--- src/rtl/vector_cu_pkg.sv ---
// vector_cu_pkg: shared opcode/state types, decoded control bundle and group-count helper
package vector_cu_pkg;
    typedef enum logic [3:0] {
        OP_NOP, OP_SADD, OP_SSUB, OP_SADDI,
        OP_VADD, OP_VSUB, OP_VMUL, OP_VXOR,
        OP_VLD, OP_VST, OP_B, OP_BEQ, OP_HALT
    } opcode_e;
    typedef enum logic [1:0] {OT_SCALAR, OT_VALU, OT_VMEM, OT_CTRL} optype_e;
    typedef enum logic [1:0] {ALU_ADD, ALU_SUB, ALU_MUL, ALU_XOR} aluctl_e;
    typedef enum logic [2:0] {S_IDLE, S_ISSUE, S_WAIT_EXE, S_WAIT_MEM, S_DONE, S_HALT} state_e;
    typedef struct packed {
        logic       reg_we;
        logic       mem_we;
        logic       extend_sel;
        logic       alu_src;
        logic       op_src;
        logic       wb_sel;
        logic [1:0] branch_sel;
        optype_e    op_type;
        aluctl_e    alu_ctl;
    } ctrl_t;
    function automatic int num_groups(input int vlen, input int lanes);
        return (vlen + lanes - 1) / lanes;
    endfunction
endpackage

--- src/rtl/vector_decoder.sv ---
// vector_decoder: combinational opcode to control-bundle decode with illegal-opcode flag
module vector_decoder
    import vector_cu_pkg::*;
(
    input  logic [3:0] opcode,
    output ctrl_t      ctrl,
    output logic       is_illegal
);
    always_comb begin
        ctrl = '0;
        is_illegal = 1'b0;
        case (opcode)
            OP_NOP: ;
            OP_SADD: ctrl.reg_we = 1'b1;
            OP_SSUB: begin
                ctrl.reg_we = 1'b1;
                ctrl.alu_ctl = ALU_SUB;
            end
            OP_SADDI: begin
                ctrl.reg_we = 1'b1;
                ctrl.alu_src = 1'b1;
                ctrl.extend_sel = 1'b1;
            end
            OP_VADD, OP_VSUB, OP_VMUL, OP_VXOR: begin
                ctrl.reg_we = 1'b1;
                ctrl.op_src = 1'b1;
                ctrl.op_type = OT_VALU;
                ctrl.alu_ctl = aluctl_e'(opcode[1:0]);
            end
            OP_VLD: begin
                ctrl.reg_we = 1'b1;
                ctrl.wb_sel = 1'b1;
                ctrl.op_type = OT_VMEM;
            end
            OP_VST: begin
                ctrl.mem_we = 1'b1;
                ctrl.op_type = OT_VMEM;
            end
            OP_B: begin
                ctrl.branch_sel = 2'b01;
                ctrl.op_type = OT_CTRL;
            end
            OP_BEQ: begin
                ctrl.branch_sel = 2'b10;
                ctrl.op_type = OT_CTRL;
            end
            OP_HALT: ctrl.op_type = OT_CTRL;
            default: is_illegal = 1'b1;
        endcase
    end
endmodule

--- src/rtl/vector_control_unit.sv ---
// vector_control_unit: multi-cycle issue sequencer stepping vector ops over lane groups
module vector_control_unit
    import vector_cu_pkg::*;
#(
    parameter int LANES = 4,
    parameter int VLEN = 16,
    localparam int NG = num_groups(VLEN, LANES),
    localparam int GW = NG > 1 ? $clog2(NG) : 1
)(
    input  logic             clk,
    input  logic             rst,
    input  logic             Instr_Valid,
    input  logic [3:0]       OpCode,
    output logic             Instr_Ready,
    input  logic             Mem_Finished,
    input  logic             Exe_Finished,
    output logic             Issue,
    output logic [GW-1:0]    Lane_Group,
    output logic [LANES-1:0] Lane_Mask,
    output logic             RegFileWE,
    output logic             MemWE,
    output logic             ExtendSelect,
    output logic             ALUSource,
    output logic             OpSource,
    output logic             WBSelect,
    output logic [1:0]       BranchSelect,
    output logic [1:0]       OpType,
    output logic [1:0]       ALUControl,
    output logic             Stall,
    output logic             Finished,
    output logic             Illegal,
    output logic             Halted
);
    localparam logic [LANES-1:0] LAST_MASK = {LANES{1'b1}} >> (LANES - (VLEN - (NG - 1) * LANES));
    state_e state, state_n;
    logic [3:0] op_q;
    logic [GW-1:0] grp;
    ctrl_t ctrl;
    logic illegal_op, active, vec, last, commit;
    vector_decoder u_dec (.opcode(op_q), .ctrl(ctrl), .is_illegal(illegal_op));
    assign active = state inside {S_ISSUE, S_WAIT_EXE, S_WAIT_MEM};
    assign vec = ctrl.op_type inside {OT_VALU, OT_VMEM};
    assign last = grp == GW'(NG - 1);
    assign commit = state == S_ISSUE ? !vec :
                    state == S_WAIT_EXE ? Exe_Finished :
                    state == S_WAIT_MEM && Mem_Finished;
    always_ff @(posedge clk) begin
        if (rst) begin
            state <= S_IDLE;
            op_q <= '0;
            grp <= '0;
        end else begin
            state <= state_n;
            if (state == S_IDLE) begin
                grp <= '0;
                if (Instr_Valid) op_q <= OpCode;
            end else if (commit && state != S_ISSUE && !last) begin
                grp <= grp + GW'(1);
            end
        end
    end
    always_comb begin
        state_n = state;
        case (state)
            S_IDLE: state_n = Instr_Valid ? S_ISSUE : S_IDLE;
            S_ISSUE: state_n = op_q == OP_HALT ? S_HALT :
                               !vec ? S_DONE :
                               ctrl.op_type == OT_VALU ? S_WAIT_EXE : S_WAIT_MEM;
            S_WAIT_EXE, S_WAIT_MEM: state_n = !commit ? state : last ? S_DONE : S_ISSUE;
            S_DONE: state_n = S_IDLE;
            default: state_n = state;
        endcase
    end
    assign Instr_Ready = state == S_IDLE;
    assign Stall = !Instr_Ready;
    assign Issue = state == S_ISSUE;
    assign Lane_Group = active ? grp : '0;
    assign Lane_Mask = !active ? '0 : !vec ? LANES'(1) : last ? LAST_MASK : '1;
    assign RegFileWE = commit && ctrl.reg_we;
    assign MemWE = commit && ctrl.mem_we;
    assign ExtendSelect = active && ctrl.extend_sel;
    assign ALUSource = active && ctrl.alu_src;
    assign OpSource = active && ctrl.op_src;
    assign WBSelect = active && ctrl.wb_sel;
    assign BranchSelect = active ? ctrl.branch_sel : 2'b00;
    assign OpType = active ? ctrl.op_type : 2'b00;
    assign ALUControl = active ? ctrl.alu_ctl : 2'b00;
    assign Finished = state == S_DONE;
    assign Illegal = Finished && illegal_op;
    assign Halted = state == S_HALT;
endmodule

--- config.mk ---
export PLATFORM = sky130hd
export DESIGN_NAME = vector_control_unit
export DESIGN_NICKNAME = d
export VERILOG_FILES = /design/src/rtl/vector_cu_pkg.sv /design/src/rtl/vector_decoder.sv /design/src/rtl/vector_control_unit.sv
export SDC_FILE = /design/constraint.sdc
export NUM_CORES = 1
export LEC_CHECK = 0
export BUFFER_PORTS_ARGS = -buffer_cell sky130_fd_sc_hd__buf_2
export CAP_MARGIN = 20
export CORE_MARGIN = 8
export CORE_UTILIZATION = 43
export CTS_CLUSTER_DIAMETER = 40
export CTS_CLUSTER_SIZE = 8
export DETAILED_ROUTE_END_ITERATION = 8
export PLACE_DENSITY = 0.72
export SYNTH_ARGS = -nofsm -noshare
export SYNTH_HDL_FRONTEND = slang
export SYNTH_HIERARCHICAL = 1
export SYNTH_SLANG_ARGS = --single-unit
--- constraint.sdc ---
create_clock -name clk -period 3.16 [get_ports clk]
set_input_delay 0.79 -clock clk [delete_from_list [all_inputs] [get_ports clk]]
set_output_delay 0.79 -clock clk [all_outputs]
set_load 0.05 [all_outputs]
== Word level (Yosys, flattened, before mapping) ==
Cells that the tools add are included.
Word-level totals
  register bits after elaboration: 9
  input port bits: 9
  output and inout port bits: 24
  logic and storage cells: 77
Cells by class
  $add $sub $neg: 1
  equality and inequality tests: 22
  mux-type cells: 24
  reductions and logical operators: 27
Operators by type and width (number)
  $eq 4x4->1 const B: 5
  $eq 4x3->1 const B: 4
  $reduce_or 13->1: 1
  $mux 3: 4
  $pmux 3 s4: 1
  $logic_and 1x1->1: 10
  $mux 2: 5
  $mux 1: 9
  $eq 4x2->1 const B: 2
  $mux 4: 2
  $pmux 2 s2: 2
  $reduce_or 8->1: 1
  $eq 3x2->1 const B: 2
  $eq 3x3->1 const B: 2
  $pmux 2 s3: 1
  $reduce_or 2->1: 3
  $eq 2x2->1 const B: 2
  $eq 4x1->1 const B: 1
  $logic_not 4->1: 1
  $reduce_and 2->1: 2
  $reduce_bool 4->1: 1
  $reduce_or 4->1: 1
  $eq 3x1->1 const B: 1
  $logic_not 1->1: 3
  8 further kinds: 8

== Logic depth before layout (Yosys ltp) ==
  depth in word-level cells: 9
  depth in mapped cells: 8
  mapped depth without buffers: 7

== By module ==
The synthesis kept the hierarchy.
Modules (own cells, without submodules)
  vector_control_unit: instances 1, cells an instance 82, area an instance 706.9 µm², sequential area each 180.2 µm²
  vector_decoder: instances 1, cells an instance 25, area an instance 151.4 µm², sequential area each 0.0 µm²

== Worst setup path after synthesis ==
No wires, ideal clock.
  kind: flip-flop to output port
  start point: register op_q[1]
  end point: output Lane_Mask[2]
  arrival time: 2.665 ns
  data required time: 2.370 ns
  slack: -0.295 ns
  cell stages (with the launch flop): 8
  path buffers: 2
  path through: dfxtp_1 buf_4 o21a_1 o21ai_1 inv_1 ha_1 nor3_1 buf_4
RTL lines
  start: declaration: RTL line vector_control_unit.sv:36  | logic [3:0] op_q;
  start signal: assignment: RTL line vector_control_unit.sv:56  | if (Instr_Valid) op_q <= OpCode;
  end: declaration: RTL line vector_control_unit.sv:19  | output logic [LANES-1:0] Lane_Mask,

==> impl_metrics.csv <==
group,metric,value,unit
floorplanning,rows,16,
worst_setup_path,cp_cell_sequence,"o21a_1 > o21ai_1 > inv_1 > ha_1 > mux2_1 > a22oi_2 > nor3b_1 > buf_4",
placement,finalWeightedCongestion,0.814,
hold_path,hold_class,"reg2reg",
grt,use_met1,12.9,%
synth,ys_ff_latch,9,
clock_network,cts.sinks,9,
worst_setup_path,slowest_stage,"dfxtp_4",
worst_setup_path,critical_path.top_delay_family,"compound AO/OA/AOI/OAI gates",
grt,grt_usage,11.8,%
worst_setup_path,max_stage_delay,0.37,ns
sta,min_period_over_period,94.6,%
floorplanning,core-area,1920,sq um
layout,final_common_cell,"buf_2",
layout,antennaDiodeCount,0,
clock_network,clk_pin_slew_worst_paths,0.06,ns
grt,grtUsageMet3,4.03,%
layout,nFillCells,209,
power_and_ir_drop,p_switching,0.000219,W
synth,synth-async-reset-ratio,0,%
power_and_ir_drop,power.share.switching,47.5,%
clock_network,hold_buffers,0,
floorplanning,design.die.area,3680,sq um
placement,placement.io_buffers,32,
layout,final_cell_count_no_fill,158,
synth,synth_cells,107,
synth,synth_warnings,6,
grt,grt_pass1_wl,3390,microns
route,post_drt_wl_per_cell,13.4,microns
worst_setup_path,arrival,2.20,ns
route,postRouteAntennaNets,0,
grt,grt_pass1_vias,783,
clock_network,cts_max_level,1,
floorplanning,die_h,60.7,microns
placement,hpwl,1670,microns
power_and_ir_drop,p_leak,0.475,nW
route,wl,2130,microns
layout,multi_input_area,581,sq um
power_and_ir_drop,ir_drop,0.261,mV
layout,final_layout_size_suffix_gt1_share,35.9,%
synth,postSynthAreaPerCell,8.02,sq um
grt,grt_overflow,0,
grt,grt_max_degree,21,
synth,synth-edff-count,0,
grt,met2_usage,20.7,%
power_and_ir_drop,totalPowerFinal,0.000460,W
layout,nNetsFinal,143,
sta,hold_ws,0.496,ns
worst_setup_path,startpoint_type,"flip-flop",
power_and_ir_drop,intPower,0.000242,W
clock_network,ctsRootBufferMaster,"clkbuf_4",
synth,synth_ff_type,"dfxtp_1",
sta,hold_viol_final,0,
floorplanning,initial_core_util,44.7,%
placement,dp_cells,154,
power_and_ir_drop,power_density,451,nW/um^2
route,vias_per_cell,5.20,
worst_setup_path,crit_fanout,11,
clock_network,numCtsBuffers,3,
run,max_cap_violations,0,
grt,grt-busiest-layer,"met2",
layout,regArea,188,sq um
synth,ys_seq_area_share,21.0,%
synth,yosysUniqueCellTypes,41,
power_and_ir_drop,clkPwrFrac,19.7,%
floorplanning,die-width,60.7,microns
clock_network,clk_path_buf_depth,2,
worst_setup_path,critical_path.endpoint_type,"output port",
sta,tightest_slew,0.666,ns
clock_network,insertion_delay,0.26,ns
power_and_ir_drop,pwr-share-comb,47.2,%
route,first_pass_iters,4,
clock_network,cts_tree,"done",
status,outcome,"finished, final reports clean",
worst_setup_path,path_buf_inv,2,
grt,antenna_found_initial,0,
sta,finalWorstPathRequiredPeriod,2.99,ns
sta,slew_viol_final,0,
layout,most-common-layout-cells,"buf_2, and2_1, nor2_1",
route,first_iter_violations,15,
worst_setup_path,critPathKind,"reg2out",
floorplanning,ioPinCount,33,
sta,setup_viol_count_final,0,
sta,fin_tns_setup,0,ns
sta,fin_skew,0.000532,ns
layout,final_util,53.1,%
synth,syn-num-nets,118,
sta,slew_headroom,55.6,%
worst_setup_path,crit_required,2.37,ns
route,drc,0,
synth,syn_area,858,sq um
sta,fmax,335,MHz
sta,rsz0062_at_grt,"no",
layout,area_delta_synth_final,19.0,%
route,num_vias,822,
power_and_ir_drop,power_frac_seq,33.1,%
==> registers in the layout, summed over array words and instances (netlist names) <==
name / count
grp: 2
op_q: 4
state: 3
==> power groups by stage <==
stage	clock network, W	registers (W)	logic, W
finish	0.0000906	0.000153	0.000217
global route	0.000101	0.000156	0.000233
CTS	0.0000952	0.000151	0.000217
detailed placement	0	0.000153	0.000216
global placement	0	0.000153	0.000213
floorplan	0	0.000133	0.000206
==> what timing repair did <==
action / 4_1_cts / 5_1_grt
buffers inserted: 0 / 0
gates cloned: 0 / 0
gates resized for setup: 1 / 7
endpoints found under the setup margin: 1 / 2
==> per-stage QoR <==
step           worst slack (ns)  instance area [sq um]
2_1_floorplan            -0.106                    863
3_3_place_gp              0.373                    980
3_5_place_dp              0.292                    980
4_1_cts                 0.00734                   1010
5_1_grt                  0.0333                   1020
6_report                  0.171                   1020
==> worst register-to-register path, delay by kind of cell (launching register included) <==
kind            cells  cell delay, ns
compound gates      4            0.56
fa+ha+maj           1            0.35
buf+inv             1            0.07
flops               1            0.37
mux                 1            0.31
==> synthesized netlist by cell type, types with 2 or more instances <==
| master | number | share of area (%) |
|---|---|---|
| buf_4 | 7 | 6.1 |
| clkbuf_1 | 3 | 1.3 |
| ha_1 | 2 | 2.9 |
| nor3_1 | 4 | 2.3 |
| a2bb2oi_1 | 2 | 2.0 |
| nand3_1 | 3 | 1.7 |
| o21ai_0 | 2 | 1.2 |
| nand2_1 | 3 | 1.3 |
| buf_2 | 2 | 1.2 |
| and2_1 | 14 | 10 |
| nor3b_1 | 2 | 1.7 |
| nand2b_1 | 2 | 1.5 |
| or3b_1 | 2 | 2.0 |
| dfxtp_1 | 9 | 21 |
| mux2i_1 | 6 | 7.0 |
| nor2_1 | 9 | 3.9 |
| inv_1 | 6 | 2.6 |
| nor4bb_1 | 2 | 2.3 |
| mux2_1 | 2 | 2.6 |
| nor2b_1 | 2 | 1.5 |
| a21oi_1 | 2 | 1.2 |
| nor4_1 | 2 | 1.5 |
==> logic make-up (layout without fill, tap and decap cells) <==
group / Yosys count / count (layout) / share of synthesized area, %
AND/OR/NAND/NOR: 53 / 53 / 40.1
buffers and inverters: 19 / 43 / 12.5
AO/OA/AOI/OAI: 15 / 15 / 12.8
flip-flops: 9 / 9 / 21.0
multiplexers: 8 / 8 / 9.62
adder cells (fa/ha/maj): 2 / 2 / 2.91
XOR/XNOR: 1 / 1 / 1.02
==> routing by layer <==
layer	part of all wire, %	vias up
met2	47	25
met1	44	373
li1	-	422
met3	8.5	2
met4	0.47	0
met5	0	-
==> path summary, 6_finish.rpt <==
| path | startpoint | to | slack, ns | cells past startpoint |
|---|---|---|---|---|
| hold reg to reg | grp[1] | grp[1] | 0.50 | 2 |
| setup / recovery | op_q[1] | MemWE | 0.17 | 8 |
| setup reg to reg | op_q[1] | state[2] | 1.39 | 7 |
| hold / removal | grp[1] | grp[1] | 0.50 | 2 |
==> layout make-up <==
cell class	instances	share of cell area, %
Timing Repair Buffer	33	16.7
Sequential cell	9	18.4
Clock buffer	4	2.57
Tap cell	27	3.31
Inverter	6	2.21
Multi-Input combinational cell	79	56.9
(Power assumes the default switching activity.)
